## config.mk

```make
export PLATFORM = sky130hd
export DESIGN_NAME = seg_scan_ctrl
export DESIGN_NICKNAME = d
export VERILOG_FILES = /design/src/rtl/seg_pkg.sv /design/src/rtl/seg_tick_gen.sv /design/src/rtl/seg_scan_ctrl.sv
export SDC_FILE = /design/constraint.sdc
export NUM_CORES = 1
export LEC_CHECK = 0
export ABC_AREA = 1
export BUFFER_PORTS_ARGS = -buffer_cell sky130_fd_sc_hd__buf_2
export CORE_ASPECT_RATIO = 1.1
export CORE_MARGIN = 8
export CORE_UTILIZATION = 55
export CTS_CLUSTER_DIAMETER = 100
export DETAILED_ROUTE_END_ITERATION = 10
export PLACE_DENSITY = 0.77
export SLEW_MARGIN = 20
export SYNTH_ARGS = -nofsm -noshare
export SYNTH_HDL_FRONTEND = slang
export SYNTH_SLANG_ARGS = --single-unit
```

## constraint.sdc

```tcl
create_clock -name clk -period 2.5 [get_ports clk]
set_clock_uncertainty 0.05 [all_clocks]
set_input_delay 0.625 -clock clk [delete_from_list [all_inputs] [get_ports clk]]
set_output_delay 0.625 -clock clk [all_outputs]
set_load 0.02 [all_outputs]
```

## src/rtl/seg_pkg.sv

```systemverilog
// Shared types and constants for the segment scan controller.
// Pure definitions: no latency, no flow control.
package seg_pkg;

  localparam int         NUM_DIGITS = 8;
  localparam logic [7:0] SEG_BLANK  = 8'hFF;
  localparam logic [7:0] AN_OFF     = 8'hFF;

  typedef enum logic [1:0] {
    IDLE,
    SHOW,
    GAP
  } state_t;

  typedef struct packed {
    logic [8*NUM_DIGITS-1:0] seg;
    logic [NUM_DIGITS-1:0]   dot;
  } frame_t;

  // Active-low pattern for one digit; a requested DP pulls bit 7 low.
  function automatic logic [7:0] digit_pattern(input frame_t f, input logic [2:0] idx);
    logic [7:0] p;
    p = f.seg[{idx, 3'b000} +: 8];
    if (f.dot[idx]) p[7] = 1'b0;
    return p;
  endfunction

endpackage

```

## src/rtl/seg_tick_gen.sv

```systemverilog
// Dwell/gap down-counter; tc is high while the count sits at zero.
// Latency: load takes effect on the next edge. Backpressure: none.
module seg_tick_gen #(
  parameter int CNT_W = 16
) (
  input  logic             clk,
  input  logic             rst_n,
  input  logic             load,
  input  logic [CNT_W-1:0] load_val,
  output logic [CNT_W-1:0] cnt,
  output logic             tc
);

  logic [CNT_W-1:0] cnt_q, cnt_d;

  always_comb begin
    cnt_d = cnt_q;
    if (load)              cnt_d = load_val;
    else if (cnt_q != '0)  cnt_d = cnt_q - 1'b1;
  end

  always_ff @(posedge clk or negedge rst_n) begin
    if (!rst_n) cnt_q <= '0;
    else        cnt_q <= cnt_d;
  end

  assign cnt = cnt_q;
  assign tc  = (cnt_q == '0);

endmodule

```

## src/rtl/seg_scan_ctrl.sv

```systemverilog
// 8-digit multiplexed 7-segment scanner with double-buffered frame updates.
// Latency: update in IDLE shows next cycle; later updates land at the next frame start.
// Backpressure: upd_ready=0 while a shadow update is pending. Option: SEG_SCAN_BRIGHT_EN.
module seg_scan_ctrl
  import seg_pkg::*;
#(
  parameter int CLK_DIV      = 50000,
  parameter int BLANK_CYCLES = 16
) (
  input  logic        clk,
  input  logic        rst_n,
  input  logic        upd_valid,
  output logic        upd_ready,
  input  logic [63:0] seg_data,
  input  logic [7:0]  dot_disp,
  input  logic [7:0]  digit_en,
`ifdef SEG_SCAN_BRIGHT_EN
  input  logic [2:0]  bright,
`endif
  output logic [7:0]  seg_out,
  output logic [7:0]  an_out,
  output logic        frame_done
);

  localparam int MAX_CNT = (CLK_DIV > BLANK_CYCLES) ? CLK_DIV : BLANK_CYCLES;
  localparam int CNT_W   = $clog2(MAX_CNT + 1);
  localparam logic [CNT_W-1:0] SHOW_LOAD = CNT_W'(CLK_DIV - 1);
  localparam logic [CNT_W-1:0] GAP_LOAD  = CNT_W'(BLANK_CYCLES - 1);

  state_t     state_q, state_d;
  logic [2:0] idx_q, idx_d;
  frame_t     active_q, active_d;
  frame_t     shadow_q, shadow_d;
  logic       pending_q, pending_d;

  logic             tick_load;
  logic [CNT_W-1:0] tick_val;
  logic [CNT_W-1:0] tick_cnt;
  logic             tick_tc;
  logic             upd_fire;

  logic [2:0]  bright_lvl;
  logic [31:0] dwell_elapsed, dwell_on;
  logic        drive_on;

  seg_tick_gen #(.CNT_W(CNT_W)) u_tick (
    .clk      (clk),
    .rst_n    (rst_n),
    .load     (tick_load),
    .load_val (tick_val),
    .cnt      (tick_cnt),
    .tc       (tick_tc)
  );

`ifdef SEG_SCAN_BRIGHT_EN
  assign bright_lvl = bright;
`else
  assign bright_lvl = 3'd7;
`endif

  // Level 7 yields an on-window equal to the full dwell.
  always_comb begin
    dwell_elapsed = 32'(CLK_DIV - 1) - 32'(tick_cnt);
    dwell_on      = ((32'(bright_lvl) + 32'd1) * 32'(CLK_DIV)) >> 3;
    drive_on      = (dwell_elapsed < dwell_on);
  end

  always_comb begin
    state_d    = state_q;
    idx_d      = idx_q;
    active_d   = active_q;
    shadow_d   = shadow_q;
    pending_d  = pending_q;
    tick_load  = 1'b0;
    tick_val   = SHOW_LOAD;
    frame_done = 1'b0;
    upd_ready  = !pending_q;
    upd_fire   = upd_valid && !pending_q;

    case (state_q)
      IDLE: begin
        if (upd_fire) begin
          active_d  = '{seg: seg_data, dot: dot_disp};
          state_d   = SHOW;
          idx_d     = 3'd0;
          tick_load = 1'b1;
          tick_val  = SHOW_LOAD;
        end
      end
      SHOW: begin
        if (upd_fire) begin
          shadow_d  = '{seg: seg_data, dot: dot_disp};
          pending_d = 1'b1;
        end
        if (tick_tc) begin
          state_d   = GAP;
          tick_load = 1'b1;
          tick_val  = GAP_LOAD;
        end
      end
      GAP: begin
        if (upd_fire) begin
          shadow_d  = '{seg: seg_data, dot: dot_disp};
          pending_d = 1'b1;
        end
        if (tick_tc) begin
          state_d   = SHOW;
          idx_d     = idx_q + 3'd1;
          tick_load = 1'b1;
          tick_val  = SHOW_LOAD;
          // Swap only at frame end so a frame never mixes old and new data.
          if (idx_q == 3'd7) begin
            frame_done = 1'b1;
            if (pending_q) begin
              active_d  = shadow_q;
              pending_d = 1'b0;
            end
          end
        end
      end
      default: state_d = IDLE;
    endcase
  end

  always_comb begin
    an_out  = AN_OFF;
    seg_out = SEG_BLANK;
    if (state_q == SHOW && digit_en[idx_q] && drive_on) begin
      an_out  = ~(8'd1 << idx_q);
      seg_out = digit_pattern(active_q, idx_q);
    end
  end

  always_ff @(posedge clk or negedge rst_n) begin
    if (!rst_n) begin
      state_q   <= IDLE;
      idx_q     <= 3'd0;
      active_q  <= '1;
      shadow_q  <= '1;
      pending_q <= 1'b0;
    end else begin
      state_q   <= state_d;
      idx_q     <= idx_d;
      active_q  <= active_d;
      shadow_q  <= shadow_d;
      pending_q <= pending_d;
    end
  end

endmodule

```

==> metrics.cfg, run 1 <==
[status]
status=complete, but fails checks
violations=setup timing

[routing]
firstDrtPassIters=6
postRouteWirelength_um=20900
drt_iter0_drc=789
drc=0
num_vias=7459
routed_wire_length_per_instance_um=14.8
antenna_left=0
route.detailed.vias_per_inst=5.29

[synthesis]
post_synth_and_or_nand_nor_area_fraction_pct=21.5
synth_top_area_cell=sky130_fd_sc_hd__dfstp_2
synthArstFlopShare_pct=100
synth_xor_xnor_area_share_pct=0.103
netlist_area_before_placement_mm2=0.00852
compound_gate_fraction_of_synth_area_pct=16.6
post_synth.cell_area_avg_um2=7.72
yosys.area.top_type_share_pct=44.4
synth-edff-count=0
yosys_warnings=0
seq_area_frac_synth_pct=50.9
yosys_register_bits=166
ys_dominant_reg_cell=sky130_fd_sc_hd__dfstp_2
post_synthesis_mux_area_share_pct=0
synth_fa_ha_area_share_pct=1.61
synth_top_family_by_area=simple AND/OR/NAND/NOR gates
synthDistinctLibCells=30
synthCells=1104
nets_in_the_synthesized_netlist=1198
synthTopCellsByArea=sky130_fd_sc_hd__dfstp_2 (44%), sky130_fd_sc_hd__nand2_1 (12%), sky130_fd_sc_hd__o21ai_0 (7.2%)

[pwr]
clkPwrFrac_pct=25.1
p_sw_share_pct=32.3
ir_worst_vdd_v=0.000569
leakagePower_uw=0.00491
p_per_area_mw_per_mm2=1090
intPower_uw=7540
power.share.sequential_pct=48.2
design_power_total_uw=11100
net_load_switching_power_uw=3590
power_frac_comb_pct=26.7

[timing]
finalHoldViolCount=0
unrepaired_setup_endpoints_after_global_routing=true
final_period_minus_worst_setup_slack_ps=2620
max_slew.worst_pin.slew_ps=882
postLayoutSetupSlackWorst_ps=-124
timing.max_slew.rel_slack_pct=41.2
report.final.setup_viol=16
slew_viol_final=0
layout_worst_path_cycle_share_pct=105
maxClockFrequency_mhz=381
fin_tns_setup_ps=-1810

[clocking]
longest_clk_path_bufs=2
hold_buffers=0
tritoncts.num_buffers=17
clock_tree.htree_level_count=4
clock_latency_ps=420
clock_root_buffer=sky130_fd_sc_hd__clkbuf_16
cts_num_sinks=166
clock_tree_from_tritoncts=yes
cts.clk_slew.worst_paths_ps=60

[global_route]
grt_use_total_pct=21.7
met1_use_gr_pct=27.7
globalRouteMet2Util_pct=34.4
grt_overflow=0
grt_antenna_before_repair=0
layer_carrying_the_most_global_route_usage=met2
global_route_wire_length_before_repair_um=34500
global_route.usage.met3_pct=4.29
pin_count_of_the_biggest_net_entering_global_routing=92
number_of_global_route_vias_before_repair=7145

[final_layout]
instances_no_fill=1409
antenna_cells=0
finish.net_count=1295
most-common-layout-cells=sky130_fd_sc_hd__nand2_1 (257), sky130_fd_sc_hd__dfstp_2 (144), sky130_fd_sc_hd__nor2_1 (138), sky130_fd_sc_hd__inv_1 (119), sky130_fd_sc_hd__o21ai_0 (114)
fillerInstances=1208
layout.cells.most_common=sky130_fd_sc_hd__nand2_1
drive_above_1_share_pct=29.7
syn2layout_area_growth_pct=19.9

[floorplan]
floorplan.rows=47
die_area_mm2=0.0197
die_x_um=135
start_util_pct=56.4
ios=101
floorplan.die.height_um=147
core_mm2=0.0151

[place]
dpl.hpwl_um=14400
final_wtd_congestion=0.900
place_inst=1357
port_buffers=100

[worst_setup_path]
crit_path_max_fanout=8
endpoint_kind=output port
worst_path_arrival_time_ps=1950
worst_setup_path_start_kind=flip-flop
rr_worst_depth=10
crit_type=reg2out
cp.required_ps=1820

[min_path]
hold_path_class=in2async

[job]
max_cap_viol_count=0

## Yosys cell counts (all sizes together), types with 3 or more instances
library cell	number
nand2	267
dfstp	144
or2	3
inv	123
o211ai	3
nand4	4
nand3b	4
o22ai	7
a21oi	75
dfrtp	22
clkbuf	36
nand3	30
nor2	151
o21ai	191
buf	29
ha	11
## metal layers
metal,vias up,wire [um]
met5,-,0
met3,51,1100
met4,0,654
met2,244,10100
met1,3457,9030
li1,3707,-
## cell families after synthesis
logic type,count (synthesis)
AND/OR/NAND/NOR,461
AO/OA/AOI/OAI,277
buffers and inverters,188
flip-flops,166
adder cells (fa/ha/maj),11
XOR/XNOR,1
## area by class of cell
class	count	area (um2)	area share [%]
Clock inverter	12	175	1.71
Sequential cell	166	4340	42.4
Multi-Input combinational cell	750	3510	34.3
Timing Repair Buffer	143	1040	10.2
Inverter	123	462	4.52
Clock buffer	19	453	4.43
Tap cell	196	245	2.40
## through the flow
| step | instance area (um2) | utilization (%) | setup WS, ps | hold slack (ps) |
|---|---|---|---|---|
| after floorplan | 8530 | - | 104 | 279 |
| after global placement | 9200 | 60.9 | 209 | 408 |
| after detailed placement | 9200 | 60.9 | 169 | 412 |
| after CTS | 10100 | 67.0 | -64.2 | 102 |
| after global routing | 10200 | 67.6 | -190 | 121 |
| final | 10200 | 67.6 | -124 | 96.9 |
## flip-flops by register name (all words and copies together), names as in the netlist
name / cells
active_q: 72
shadow_q: 72
u_tick.cnt: 16
idx_q: 3
state_q: 2
pending_q: 1
## path summary, 6_finish.rpt
| path | from | endpoint | slack, ps |
|---|---|---|---|
| min in group clk | seg_data[50] | shadow_q[58]$_DFFE_PN1P_ | 380 |
| hold reg to reg | active_q[21]$_DFFE_PN1P_ | active_q[21]$_DFFE_PN1P_ | 420 |
| hold / removal | rst_n | u_tick.cnt[13]$_DFFE_PN0P_ | 100 |
| max in group asynchronous | rst_n | active_q[30]$_DFFE_PN1P_ | 1580 |
| setup / recovery | u_tick.cnt[12]$_DFFE_PN0P_ | an_out[1] | -120 |
| setup reg to reg | idx_q[0]$_DFFE_PN0P_ | active_q[27]$_DFFE_PN1P_ | 310 |
## worst max-delay path: stages, from the launching register on
cell and delay, ps:
sky130_fd_sc_hd__dfrtp_1 400, sky130_fd_sc_hd__nor2_2 180, sky130_fd_sc_hd__nand3_2 100, sky130_fd_sc_hd__o21bai_1 190, sky130_fd_sc_hd__nand2_1 100, sky130_fd_sc_hd__nand2_2 70, sky130_fd_sc_hd__nor2_4 110, sky130_fd_sc_hd__buf_6 170
sky130_fd_sc_hd__nand2_1 80, sky130_fd_sc_hd__buf_6 130
## power by group through the flow
| stage | sequential [uW] | clock, uW | combinational, uW |
|---|---|---|---|
| after CTS | 5340 | 2830 | 2920 |
| after global routing | 5500 | 2940 | 3400 |
| after detailed placement | 5350 | 0 | 2730 |
| after floorplan | 5070 | 0 | 2160 |
| after global placement | 5300 | 0 | 2610 |
| final | 5370 | 2790 | 2970 |
## repair_timing
action,4_1_cts,5_1_grt
gates resized for setup,57,23
pin swaps,4,10
setup buffers,18,3
setup endpoints to repair,17,17
(Power assumes the default switching activity.)
==> run 2, diff against run 1 <==
--- a/config.mk
+++ b/config.mk
@@ -12,6 +12,7 @@
 export CORE_UTILIZATION = 55
 export CTS_CLUSTER_DIAMETER = 100
 export DETAILED_ROUTE_END_ITERATION = 10
+export MAX_ROUTING_LAYER = met4
 export PLACE_DENSITY = 0.77
 export SLEW_MARGIN = 20
 export SYNTH_ARGS = -nofsm -noshare
==> metrics.cfg, run 2 (same netlist as run 1, synthesis figures left out) <==
[pwr]
leakagePower_uw=0.00491  ; unchanged
p_sw_share_pct=32.3  ; +0.033 points
ir_worst_vdd_v=0.000574  ; +0.83%
net_load_switching_power_uw=3600  ; +0.16%
p_per_area_mw_per_mm2=1090  ; about the same
clkPwrFrac_pct=25.1  ; about the same
intPower_uw=7540  ; about the same
power.share.sequential_pct=48.2  ; about the same
power_frac_comb_pct=26.7  ; about the same

[routing]
route.detailed.vias_per_inst=5.32  ; +0.47%
drt_iter0_drc=725  ; -8.1%
routed_wire_length_per_instance_um=14.9  ; +0.60%
firstDrtPassIters=6  ; unchanged
antenna_left=0  ; unchanged
num_vias=7494  ; +0.47%
postRouteWirelength_um=21000  ; +0.60%
drc=0  ; unchanged

[clocking]
longest_clk_path_bufs=2  ; unchanged
clock_latency_ps=430  ; about the same
cts.clk_slew.worst_paths_ps=70  ; about the same
tritoncts.num_buffers=17  ; unchanged
clock_tree_from_tritoncts=yes
cts_num_sinks=166  ; unchanged
clock_root_buffer=sky130_fd_sc_hd__clkbuf_16
clock_tree.htree_level_count=4  ; unchanged

[place]
place_inst=1357  ; unchanged
dpl.hpwl_um=14400  ; unchanged
port_buffers=100  ; unchanged
final_wtd_congestion=0.915  ; +1.7%
post_dp_cell_area_mm2=0.00920  ; unchanged

[timing]
worst_slack_on_hold_paths_ps=95.6  ; -1.30 ps
finalHoldViolCount=0  ; unchanged
report.final.setup_viol=16  ; unchanged
timing.max_slew.rel_slack_pct=41.6  ; +0.42 points
final_period_minus_worst_setup_slack_ps=2630  ; +5.29 ps
unrepaired_setup_endpoints_after_global_routing=true
layout_worst_path_cycle_share_pct=105  ; +0.21 points
postLayoutSetupSlackWorst_ps=-129  ; -5.29 ps
max_slew.worst_pin.slew_ps=876  ; -6.31 ps
slew_viol_final=0  ; unchanged
maxClockFrequency_mhz=380  ; -0.20%

[final_layout]
multi_input_combinational_cell_area_mm2=0.00351  ; unchanged
finish.net_count=1295  ; unchanged
antenna_cells=0  ; unchanged
layout.cells.most_common=sky130_fd_sc_hd__nand2_1
most-common-layout-cells=sky130_fd_sc_hd__nand2_1 (257), sky130_fd_sc_hd__dfstp_2 (144), sky130_fd_sc_hd__nor2_1 (138), sky130_fd_sc_hd__inv_1 (119), sky130_fd_sc_hd__o21ai_0 (114)
finalInstanceArea_mm2=0.0102  ; unchanged
syn2layout_area_growth_pct=19.9  ; unchanged
fillerInstances=1208  ; unchanged
drive_above_1_share_pct=29.7  ; unchanged
ff_latch_area_mm2=0.00434  ; unchanged
instances_no_fill=1409  ; unchanged

[floorplan]
start_util_pct=56.4  ; unchanged
die_x_um=135  ; unchanged
ios=101  ; unchanged
die_area_mm2=0.0197  ; unchanged
floorplan.rows=47  ; unchanged
floorplan.die.height_um=147  ; unchanged
core_mm2=0.0151  ; unchanged

[global_route]
number_of_global_route_vias_before_repair=7144  ; -0.014%
grt_antenna_before_repair=0  ; unchanged
grt_overflow=0  ; unchanged
pin_count_of_the_biggest_net_entering_global_routing=92  ; unchanged
global_route_wire_length_before_repair_um=34500  ; about the same
grt_use_total_pct=22.3  ; +0.62 points

[worst_setup_path]
critical_path.max_stage_delay_ps=400  ; about the same
worst_path_arrival_time_ps=1950  ; about the same
crit_path_max_fanout=8  ; unchanged
library_cell_contributing_the_largest_single_delay_on_the_critical_path=sky130_fd_sc_hd__dfrtp_1
endpoint_kind=output port
worst_setup_path_start_kind=flip-flop
crit_type=reg2out
cp.required_ps=1820  ; about the same
path_cells=nor2_2, nand3_2, o21bai_1, nand2_1, nand2_2, nor2_4, buf_6, nand2_1, buf_6

[status]
violations=setup timing
status=complete, but fails checks

[job]
max_cap_viol_count=0  ; unchanged

[min_path]
hold_path_class=in2async

==> run 2: cell counts in the layout (fill, tap and decap cells not counted) <==
Identical to the previous run, type by type.
==> run 2: critical path: cells and delay by family, from the launching register on <==
| family | cells | cell delay (ps) |
|---|---|---|
| flops | 1 | 400 |
| buf+inv | 2 | 300 |
| simple gates | 6 | 630 |
| compound gates | 1 | 190 |
==> run 2: final cells by class <==
type / count / area share, %
Clock buffer: 19 / 4.43
Clock inverter: 12 / 1.71
Inverter: 123 / 4.52
Multi-Input combinational cell: 750 / 34.3
Sequential cell: 166 / 42.4
Tap cell: 196 / 2.40
Timing Repair Buffer: 143 / 10.2
==> run 2: what timing repair did <==
action	4_1_cts	5_1_grt
pin swaps	4	10
gates resized for setup	57	23
setup buffers	18	3
hold buffers	0	0
endpoints found under the setup margin	17	17
==> run 2: final timing paths <==
check,depth (start not counted),startpoint,slack [ps],end
worst min-delay path,1,rst_n,100,u_tick.cnt[5]$_DFFE_PN0P_
worst max register to register,10,idx_q[0]$_DFFE_PN0P_,300,active_q[27]$_DFFE_PN1P_
worst min register to register,2,active_q[21]$_DFFE_PN1P_,420,active_q[21]$_DFFE_PN1P_
max in group asynchronous,2,rst_n,1570,active_q[30]$_DFFE_PN1P_
worst max-delay path,9,u_tick.cnt[12]$_DFFE_PN0P_,-130,an_out[0]
min in group clk,3,seg_data[50],380,shadow_q[58]$_DFFE_PN1P_
==> run 2: metal layers <==
metal  GRT usage (%)  vias to the layer above  wire [um]
met5               -                        -          0
met1            27.8                     3470       9190
met4            10.6                        0        660
met2            34.4                      253      10100
li1                -                     3714          -
met3            3.91                       57       1010
==> run 2: power groups by stage <==
stage | clock network [uW] | logic [uW] | registers, uW
2_1_floorplan | 0 | 2160 | 5070
3_3_place_gp | 0 | 2610 | 5300
3_5_place_dp | 0 | 2730 | 5350
4_1_cts | 2830 | 2920 | 5340
5_1_grt | 2940 | 3400 | 5500
6_report | 2790 | 2980 | 5370
==> run 2: metrics by stage <==
step	power (uW)	utilization [%]	TNS, ps	worst slack, ps
after CTS	11100	67.0	-955	-64.2
after detailed placement	8080	60.9	0	169
after global placement	7910	60.9	0	209
final	11100	67.6	-1920	-129
after global routing	11800	67.6	-2930	-189
after floorplan	7230	-	0	104
==> run 3, diff against run 2 <==
--- a/config.mk
+++ b/config.mk
@@ -6,7 +6,7 @@
 export NUM_CORES = 1
 export LEC_CHECK = 0
 export ABC_AREA = 1
-export BUFFER_PORTS_ARGS = -buffer_cell sky130_fd_sc_hd__buf_2
+export BUFFER_PORTS_ARGS = -buffer_cell sky130_fd_sc_hd__clkbuf_2
 export CORE_ASPECT_RATIO = 1.1
 export CORE_MARGIN = 8
 export CORE_UTILIZATION = 55
==> constraint.sdc (replaced) <==
create_clock -name clk -period 2.5 [get_ports clk]
set_clock_uncertainty 0.05 [all_clocks]
set_input_delay 0 -clock clk [delete_from_list [all_inputs] [get_ports clk]]
set_output_delay 0 -clock clk [all_outputs]
set_load 0.02 [all_outputs]
==> metrics.cfg, run 3 (same netlist as run 1, synthesis figures left out) <==
[final_layout]
ff_latch_area_mm2=0.00433  ; about the same
finalInstanceArea_mm2=0.0105  ; +2.7%
multi_input_combinational_cell_area_mm2=0.00342  ; -2.4%
drive_above_1_share_pct=24.4  ; -5.3 points
finish.net_count=1343  ; +3.7%
fillerInstances=1183  ; -2.1%
syn2layout_area_growth_pct=23.2
layout.cells.most_common=sky130_fd_sc_hd__nand2_1
most-common-layout-cells=sky130_fd_sc_hd__nand2_1 (264), sky130_fd_sc_hd__nor2_1 (147), sky130_fd_sc_hd__dfstp_2 (144), sky130_fd_sc_hd__o21ai_0 (123), sky130_fd_sc_hd__inv_1 (120)
final_core_util_pct=69.5  ; +1.9 points

[worst_setup_path]
worst_setup_path_start_kind=flip-flop
worst-r2r-setup-slack_ps=520  ; +220 ps
crit_path_buffers_inverters=3  ; +1
crit_type=reg2out
critPathMostFrequentCell=sky130_fd_sc_hd__nand2_1
library_cell_contributing_the_largest_single_delay_on_the_critical_path=sky130_fd_sc_hd__dfrtp_1
critical_path.max_stage_delay_ps=560  ; +160 ps
worst_path_arrival_time_ps=2270  ; +320 ps
timing.critical_path.depth=7  ; -2
path_cells=inv_1, nand3_1, nand2_1, nor2_4, buf_4, nand2_1, clkbuf_2
rr_worst_depth=10  ; unchanged
worst_path_dominant_cell_family=buffers and inverters
cp.required_ps=2450  ; +630 ps
crit_path_max_fanout=11  ; +3
endpoint_kind=output port

[routing]
antenna_left=0  ; unchanged
drc=0  ; unchanged
drt_iter0_drc=569  ; -22%
num_vias=7473  ; -0.28%
routed_wire_length_per_instance_um=14.3  ; -4.2%
firstDrtPassIters=5  ; -1
route.detailed.vias_per_inst=5.13  ; -3.6%
postRouteWirelength_um=20800  ; -0.87%

[global_route]
grt_use_total_pct=22.8  ; +0.50 points
number_of_global_route_vias_before_repair=7432  ; +4.0%
global_route_wire_length_before_repair_um=35500  ; +3.0%
grt_antenna_before_repair=1  ; +1
pin_count_of_the_biggest_net_entering_global_routing=148  ; +61%
grt_overflow=0  ; unchanged

[clocking]
cts.clk_slew.worst_paths_ps=60  ; about the same
clock_latency_ps=420  ; about the same
tritoncts.num_buffers=17  ; unchanged
clock_tree_from_tritoncts=yes
clock_tree.htree_level_count=4  ; unchanged
clock_root_buffer=sky130_fd_sc_hd__clkbuf_16
post_cts.repair.setup_buffers=0  ; -18
longest_clk_path_bufs=2  ; unchanged
cts_num_sinks=166  ; unchanged

[timing]
slew_viol_final=0  ; unchanged
timing.max_slew.rel_slack_pct=56.5  ; +15 points
max_slew.worst_pin.slew_ps=652  ; -224 ps
final_period_minus_worst_setup_slack_ps=2320  ; -309 ps
unrepaired_setup_endpoints_after_global_routing=false
postLayoutSetupSlackWorst_ps=180  ; +309 ps
layout_worst_path_cycle_share_pct=92.8  ; -12 points
worst_slack_on_hold_paths_ps=88.0  ; -7.64 ps
finalHoldViolCount=0  ; unchanged
report.final.setup_viol=0  ; -16
maxClockFrequency_mhz=431  ; +13%
fin_tns_setup_ps=0  ; +1920 ps

[pwr]
power_frac_comb_pct=26.3  ; -0.4 points
power.share.sequential_pct=49.4  ; +1.2 points
p_sw_share_pct=32.0  ; -0.34 points
leakagePower_uw=0.00501  ; +2.1%
p_per_area_mw_per_mm2=1020  ; -6.2%
clkPwrFrac_pct=24.3  ; -0.8 points
ir_worst_vdd_v=0.000649  ; +13%
intPower_uw=7310  ; -3.1%
net_load_switching_power_uw=3430  ; -4.6%

[floorplan]
floorplan.rows=47  ; unchanged
start_util_pct=56.4  ; unchanged
die_x_um=135  ; unchanged
core_mm2=0.0151  ; unchanged
floorplan.die.height_um=147  ; unchanged
ios=101  ; unchanged
die_area_mm2=0.0197  ; unchanged

[status]
status=finished clean

[place]
place_worst_setup_slack_ps=514  ; +345 ps
dpl.hpwl_um=13800  ; -4.1%
port_buffers=100  ; unchanged
final_wtd_congestion=0.881  ; -3.7%
post_dp_cell_area_mm2=0.00917  ; -0.34%

[job]
max_cap_viol_count=0  ; unchanged

[min_path]
hold_path_class=in2async

## run 3: cell types whose count changed in the layout (fill, tap and decap cells not counted), sizes merged
cell / delta
buf: -124
bufinv: -2
clkbuf: +102
clkinv: -1
clkinvlp: -1
diode: +1
dlygate4sd3: +74
## run 3: final timing paths
kind                                            from                        end
hold / removal                                 rst_n       idx_q[0]$_DFFE_PN0P_
hold reg to reg             active_q[27]$_DFFE_PN1P_   active_q[27]$_DFFE_PN1P_
min in group clk                        seg_data[25]   shadow_q[33]$_DFFE_PN1P_
setup reg to reg           u_tick.cnt[0]$_DFFE_PN0P_  u_tick.cnt[6]$_DFFE_PN0P_
setup / recovery                idx_q[2]$_DFFE_PN0P_                 seg_out[6]
max in group asynchronous                      rst_n   active_q[17]$_DFFE_PN1P_
## run 3: routing by layer
metal,vias up,share of wire [%],GRT usage [%]
met1,3424,45,29.4
met3,40,4.5,4.15
met4,0,2.8,9.67
met5,-,0,-
li1,3805,-,-
met2,204,47,34.4
## run 3: power by group through the flow
stage / Clock, uW / Sequential (uW) / Combinational (uW)
3_3_place_gp: 0 / 5280 / 2610
4_1_cts: 2660 / 5290 / 2830
3_5_place_dp: 0 / 5300 / 2730
2_1_floorplan: 0 / 5070 / 2160
5_1_grt: 2750 / 5460 / 3310
6_report: 2610 / 5310 / 2820
## run 3: stage by stage
step	power (uW)	std cells
2_1_floorplan	7220	1104
4_1_cts	10800	1457
5_1_grt	11500	1458
3_5_place_dp	8030	1352
3_3_place_gp	7890	1352
6_report	10700	1458
## run 3: worst reg2reg max path, stage by stage (launching register included)
cell	delay, ps
sky130_fd_sc_hd__dfrtp_1	370
sky130_fd_sc_hd__inv_1	120
sky130_fd_sc_hd__ha_1	190
sky130_fd_sc_hd__nand2_1	150
sky130_fd_sc_hd__nor2_1	160
sky130_fd_sc_hd__nand2_2	110
sky130_fd_sc_hd__buf_4	210
sky130_fd_sc_hd__inv_1	150
sky130_fd_sc_hd__nand2_1	70
sky130_fd_sc_hd__nand3_1	190
sky130_fd_sc_hd__nand2_1	80
## run 3: area by class of cell
type | count | area share [%]
repair buffers | 191 | 13.8
clock inverters | 8 | 0.906
diodes | 1 | 0.0238
clock buffers | 23 | 4.65
multi-input cells | 750 | 32.6
well taps | 196 | 2.34
inverters | 123 | 4.40
flip-flops and latches | 166 | 41.3
## run 3: repair_timing
item | in CTS | in global routing
gates resized for setup | 0 | 1
setup endpoints to repair | 0 | 10
hold endpoints to repair | 215 | 0
hold buffers | 74 | 0
